### src/rtl/fp_mul_unpack_stage.sv
`default_nettype none
// ----------------------------------------------------------------------------
// fp_mul_unpack_stage : two-stage FP multiplier front end (sign, exponent sum, flags)
// Rev 1.0
// ----------------------------------------------------------------------------
module fp_mul_unpack_stage #(
  parameter int NB_MANT = 8,
  parameter int NB_EXP  = 4
) (
  input  logic                    CLK,
  input  logic                    RST,
  input  logic                    IN_VALID,
  output logic                    IN_READY,
  input  logic [NB_EXP+NB_MANT:0] OP_A,
  input  logic [NB_EXP+NB_MANT:0] OP_B,
  output logic                    OUT_VALID,
  input  logic                    OUT_READY,
  output logic                    SIGN_C,
  output logic [NB_MANT-1:0]      MANT_A,
  output logic [NB_MANT-1:0]      MANT_B,
  output logic [NB_EXP-1:0]       EXP,
  output logic                    ZERO,
  output logic                    OVF,
  output logic                    UNF
);

  localparam int NB_SUM = NB_EXP + 2;
  localparam logic signed [NB_SUM-1:0] C_BIAS    = NB_SUM'((1 << (NB_EXP - 1)) - 1);
  localparam logic signed [NB_SUM-1:0] C_EXP_MAX = NB_SUM'((1 << NB_EXP) - 1);
  localparam logic signed [NB_SUM-1:0] C_ONE     = NB_SUM'(1);

  logic                    s1_valid;
  logic                    s2_valid;
  logic [NB_EXP+NB_MANT:0] s1_a;
  logic [NB_EXP+NB_MANT:0] s1_b;
  logic                    s1_adv;
  logic                    s2_adv;

  logic [NB_EXP-1:0]        ea;
  logic [NB_EXP-1:0]        eb;
  logic signed [NB_SUM-1:0] sum;
  logic                     nxt_sign;
  logic                     nxt_zero;
  logic                     nxt_ovf;
  logic                     nxt_unf;
  logic [NB_EXP-1:0]        nxt_exp;
  logic [NB_MANT-1:0]       nxt_ma;
  logic [NB_MANT-1:0]       nxt_mb;

  assign s2_adv    = !s2_valid || OUT_READY;
  assign s1_adv    = !s1_valid || s2_adv;
  assign IN_READY  = s1_adv && !RST;
  assign OUT_VALID = s2_valid;

  assign ea  = s1_a[NB_MANT +: NB_EXP];
  assign eb  = s1_b[NB_MANT +: NB_EXP];
  // Two guard bits keep the biased sum exact over the full operand range.
  assign sum = $signed({2'b00, ea}) + $signed({2'b00, eb}) - C_BIAS;

  always_comb begin
    nxt_sign = s1_a[NB_EXP+NB_MANT] ^ s1_b[NB_EXP+NB_MANT];
    nxt_zero = (ea == '0) || (eb == '0);
    nxt_ovf  = 1'b0;
    nxt_unf  = 1'b0;
    nxt_exp  = sum[NB_EXP-1:0];
    nxt_ma   = s1_a[NB_MANT-1:0];
    nxt_mb   = s1_b[NB_MANT-1:0];
    if (nxt_zero) begin
      nxt_exp = '0;
      nxt_ma  = '0;
      nxt_mb  = '0;
    end else if (sum > C_EXP_MAX) begin
      nxt_ovf = 1'b1;
      nxt_exp = '1;
    end else if (sum < C_ONE) begin
      nxt_unf = 1'b1;
      nxt_exp = '0;
    end
  end

  // Operand capture needs no reset; s1_valid qualifies it.
  always_ff @(posedge CLK) begin
    if (IN_VALID && s1_adv) begin
      s1_a <= OP_A;
      s1_b <= OP_B;
    end
  end

  always_ff @(posedge CLK) begin
    if (RST) begin
      s1_valid <= 1'b0;
      s2_valid <= 1'b0;
      SIGN_C   <= 1'b0;
      MANT_A   <= '0;
      MANT_B   <= '0;
      EXP      <= '0;
      ZERO     <= 1'b0;
      OVF      <= 1'b0;
      UNF      <= 1'b0;
    end else begin
      if (s1_adv) s1_valid <= IN_VALID;
      if (s2_adv) s2_valid <= s1_valid;
      if (s2_adv && s1_valid) begin
        SIGN_C <= nxt_sign;
        MANT_A <= nxt_ma;
        MANT_B <= nxt_mb;
        EXP    <= nxt_exp;
        ZERO   <= nxt_zero;
        OVF    <= nxt_ovf;
        UNF    <= nxt_unf;
      end
    end
  end

endmodule
`default_nettype wire

### config.mk
export PLATFORM = sky130hd
export DESIGN_NAME = fp_mul_unpack_stage
export DESIGN_NICKNAME = d
export VERILOG_FILES = /design/src/rtl/fp_mul_unpack_stage.sv
export SDC_FILE = /design/constraint.sdc
export NUM_CORES = 1
export LEC_CHECK = 0
export BUFFER_PORTS_ARGS = -buffer_cell sky130_fd_sc_hd__buf_4
export CAP_MARGIN = 20
export CORE_MARGIN = 2
export CORE_UTILIZATION = 51
export CTS_CLUSTER_DIAMETER = 30
export CTS_CLUSTER_SIZE = 40
export DETAILED_ROUTE_END_ITERATION = 7
export GPL_ROUTABILITY_DRIVEN = 0
export PLACE_DENSITY = 0.86
export SLEW_MARGIN = 15
export SYNTH_ARGS = -nofsm -noshare
export SYNTH_HDL_FRONTEND = slang
export SYNTH_SLANG_ARGS = --single-unit
### constraint.sdc
create_clock -name CLK -period 3.75 [get_ports CLK]
set_input_delay 0.1875 -clock CLK [delete_from_list [all_inputs] [get_ports CLK]]
set_output_delay 0.1875 -clock CLK [all_outputs]
set_load 0.02 [all_outputs]
# After elaboration in Yosys (flattened, before gate mapping)
# Index checks and enable logic that the tools add are counted.
# totals
in_bits,30
reg_bits,52
output_inout_bits,26
word_cells,37
# op_classes
add_sub_neg,2
order_cmp,2
n_reduce_logical,11
mux,10
n_bitwise,1
# op_table
operator,n
$mux 8,2
$mux 4,3
$logic_not 4->1,2
$gt 6x5->1 const B,1
$lt 6x2->1 const B,1
$sub 5x3->6 const B,1
$add 4x4->5,1
$mux 1,5
$logic_and 1x1->1,3
$logic_not 1->1,3
$logic_or 1x1->1,3
$xor 1x1->1,1

# Longest topological paths before layout
# logic_depth
ltp_word,6
ltp_mapped,9
ltp_nobuf,9

# Worst setup path before layout
# No wires, ideal clock.
# synth_timing
path_kind,register to register
startpoint,"reg s2_valid, in the netlist OUT_VALID"
endpoint,reg s1_a[0] (enable)
setup_time_ns,0.449
slack_ns,0.816
t_required_ns,3.301
n_path_buf,0
path_stages_with_launch,3
t_arrival_ns,2.485
synth_period_minus_slack_ns,2.934
cell_sequence,dfxtp_1 > nor2b_4 > a21boi_0
# synth_between
elab_chain_len,4
# synth_rtl
item,line,source
from (decl),33,logic s2_valid;
from (signal assigned),102,if (s2_adv) s2_valid <= s1_valid;
$logic_not 1->1,50,assign s2_adv = !s2_valid || OUT_READY;
$logic_or 1x1->1,50,
$logic_or 1x1->1,51,assign s1_adv = !s1_valid || s2_adv;
$logic_and 1x1->1,83,if (IN_VALID && s1_adv) begin
to (signal assigned),84,s1_a <= OP_A;
to (decl),34,logic [NB_EXP+NB_MANT:0] s1_a;
# No other way between the ends.
# A chain may end at the register's enable or synchronous reset.

# Final worst setup path
# layout_timing
startpoint,reg s1_a[9]
endpoint,reg UNF
# layout_between
elab_chain_len,6
elab_cells_between_ends,9
classes_between,add/sub: 2; order compare: 2; mux: 3; reduce/logical: 2
# layout_rtl
item,line,source
$add 4x4->5,58,"assign sum = $signed({2'b00, ea}) + $signed({2'b00, eb}) - C_BIAS;"
$sub 5x3->6,58,
$lt 6x2->1,75,end else if (sum < C_ONE) begin
$mux 1,75,
$mux 1,72,end else if (sum > C_EXP_MAX) begin
$mux 1 (*),68,if (nxt_zero) begin
to (signal assigned),110,UNF <= nxt_unf;
to (decl),24,output logic UNF
# Mark *: on every way between the ends. The rest lies on a longest branch, timed or not.

==> impl_metrics.json <==
{
  "hpwl_microns": 2501,
  "holdPathEnd": "s1_a[10]",
  "fin_crit_ps": 2288,
  "finClkSkew_ps": 7.998,
  "ys_async_sr_fraction_pct": 0,
  "p_leak_nw": 1.043,
  "critPathKind": "reg -> reg",
  "clk_pin_slew_ps": 90,
  "drive_above_1_share_pct": 33.65,
  "cts_buffers": 5,
  "synth_common_cells": "dfxtp_1 (26), edfxtp_1 (26), nor2_1 (21)",
  "cellPowerDensity_mw_per_mm2": 442.4,
  "dieArea_sq_mm": 0.004419,
  "rr_worst_depth": 7,
  "rows": 22,
  "ys_warn_count": 0,
  "drtAntennaViolNets": 0,
  "grt_max_degree": 29,
  "startpoint_type": "register",
  "drt_pass1_iterations": 4,
  "avgViaCountPerCell": 5.191,
  "synthFlopType": "edfxtp_1",
  "tightest_slew_ps": 1012,
  "syn2layout_area_growth_pct": 26.59,
  "grt.overflow.total": 0,
  "clockBufferDepth": 2,
  "syn_area_per_cell_sq_um": 13.18,
  "drc": 0,
  "wirelength_microns": 3608,
  "path_cells": "ha_1 -> ha_1 -> fa_1 -> xor2_1 -> nor4b_1 -> mux2i_1 -> a311oi_1",
  "die_h_microns": 66.48,
  "p_total_w": 0.001115,
  "reg2reg_to": "UNF",
  "clock_latency_ps": 300,
  "cts_tree": "yes",
  "cp.arrival_ps": 2510,
  "cts-htree-levels": 2,
  "peakVddDrop_v": 0.0002803,
  "wl_per_cell_microns": 14.09,
  "first_global_vias": 1303,
  "slew_viol_final": 0,
  "crit_family": "adder cells",
  "grt_use_total_pct": 17.50,
  "fmax_mhz": 437.0,
  "hold_class": "in -> reg",
  "yosysTopAreaCell": "edfxtp_1",
  "io_pins": 56,
  "holdPathStages": 1,
  "multi_input_area_sq_um": 619.3,
  "die_x_microns": 66.48,
  "post_cts_resized": 0,
  "r2r-start": "s1_a[9]",
  "io_buffers": 55,
  "synthDistinctLibCells": 34,
  "crit_top_cell": "ha_1",
  "seqCellArea_sq_mm": 0.001301,
  "postSynthNetCount": 189,
  "slew_headroom_pct": 32.53,
  "fin_crit_sh_pct": 61.02,
  "syn_inst": 151,
  "crit_buf_inv": 0,
  "ys_seq_area_share_pct": 65.37,
  "initial_core_util_pct": 53.57,
  "rsz0062_at_grt": "no",
  "antenna_found_initial": 0,
  "cts_sinks": 52,
  "endpoint_kind": "register",
  "nFillCells": 293,
  "fin_setup_tns_ps": 0,
  "cts_setup_buffers": 0,
  "status": "completed",
  "dr.first_iter.drc_count": 75,
  "hp-start": "OP_A[10]",
  "slowest_stage": "edfxtp_1",
  "setup_violations": 0,
  "r2r_setup_slack_ps": 1460,
  "netlist_area_sq_mm": 0.001991,
  "antennaDiodeCount": 0,
  "hold_violations": 0,
  "path_max_fanout": 3,
  "fin_nets": 245,
  "vias": 1329,
  "core_sq_mm": 0.003716,
  "synth-edff-count": 26,
  "cpPeakStageDelay_ps": 420,
  "grt_pass1_wl_microns": 5671,
  "cts_hold_buf": 0,
  "ys_ff_latch": 52,
  "yosysTopAreaCellShare_pct": 39.22,
  "crit_required_ps": 3970,
  "yosys-top-cells-area": "edfxtp_1 (39%), dfxtp_1 (26%), a22oi_1 (6.4%)",
  "cts_root_buffer": "clkbuf_8",
  "maxCapViolCount": 0
}
## metal layers
| metal | up-vias | GRT usage, % | wire length (microns) | part of all wire (%) |
|---|---|---|---|---|
| li1 | 667 | - | - | - |
| met1 | 614 | 20.27 | 1504 | 42 |
| met2 | 45 | 30.75 | 1851 | 51 |
| met3 | 3 | 5.068 | 217 | 6.0 |
| met4 | 0 | 6.122 | 34 | 0.94 |
| met5 | - | 0 | 0 | 0 |
## layout make-up
| type | instances | area share, % |
|---|---|---|
| sequential | 52 | 51.64 |
| multi-input combinational | 85 | 24.58 |
| timing repair buffer | 57 | 17.13 |
| clock buffer | 7 | 3.029 |
| tap | 48 | 2.383 |
| inverter | 6 | 0.8937 |
| clock inverter | 1 | 0.3476 |
## cells in the final DEF, fill, tap and decap left out
cell,count
inv_1,6
ha_1,7
nor2b_1,1
clkbuf_1,2
buf_4,56
nor4_2,2
clkinv_4,1
nor4b_4,1
nor4b_1,1
a211oi_1,1
xnor2_1,1
a221oi_1,2
nor2b_4,1
a22oi_1,17
a21oi_1,7
nor4_1,1
a221oi_2,1
fa_1,1
a21o_1,1
a311oi_1,2
nor3_1,1
nand2_4,1
mux2i_1,1
nand2_1,6
dfxtp_1,26
nor2_1,21
edfxtp_1,26
nand2b_1,2
xor2_1,2
buf_6,1
o31ai_1,1
nand3b_1,2
a21boi_2,1
clkbuf_8,5
## sequential cells by signal, summed over array words and instances, names as in the netlist
register and flops:
SIGN_C 1, UNF 1, s1_b 13, MANT_A 8, s1_a 13, s1_valid 1, OVF 1, OUT_VALID 1
EXP 4, MANT_B 8, ZERO 1
## worst register-to-register path: stages, from the launching register on
cell and delay, ps:
edfxtp_1 420, ha_1 320, ha_1 230, fa_1 400
xor2_1 180, nor4b_1 300, mux2i_1 110, a311oi_1 260
## cells by family after synthesis
logic type / after synthesis / share of synthesized area, %
adders and majority gates: 8 / 5.405
DFF: 52 / 65.37
xor gates and xnor gates: 3 / 1.320
AOI/OAI and AO/OA: 33 / 12.19
buffers and inverters: 14 / 3.708
and+or+nand+nor: 40 / 11.50
muxes: 1 / 0.5028
## where the power goes
group	switching (W)	internal (W)
Sequential	0.0000164	0.000630
Combinational	0.0000874	0.0000742
Clock	0.000173	0.000134
Total	0.000277	0.000838
## stage by stage
stage | instance area, sq um | worst slack [ps] | utilization (%) | hold slack, ps | instances
after floorplan | 1991 | 815.5 | - | 286.4 | 151
after global placement | 2424 | 1553 | 65.22 | 365.6 | 247
after detailed placement | 2424 | 1460 | 65.22 | 366.9 | 247
after CTS | 2509 | 1446 | 67.51 | 50.67 | 255
after global routing | 2520 | 1299 | 67.81 | 38.80 | 256
final | 2520 | 1462 | 67.81 | 55.93 | 256
## worst max path at each step
stage	cells past startpoint	startpoint	end	slack (ps)
floorplan	2	OUT_VALID	s1_a[0]	820
global placement	7	s1_a[9]	UNF	1550
detailed placement	7	s1_a[9]	UNF	1460
CTS	7	s1_a[9]	UNF	1450
global route	7	s1_a[9]	UNF	1300
finish	7	s1_a[9]	UNF	1460
(Power assumes the default switching activity.)
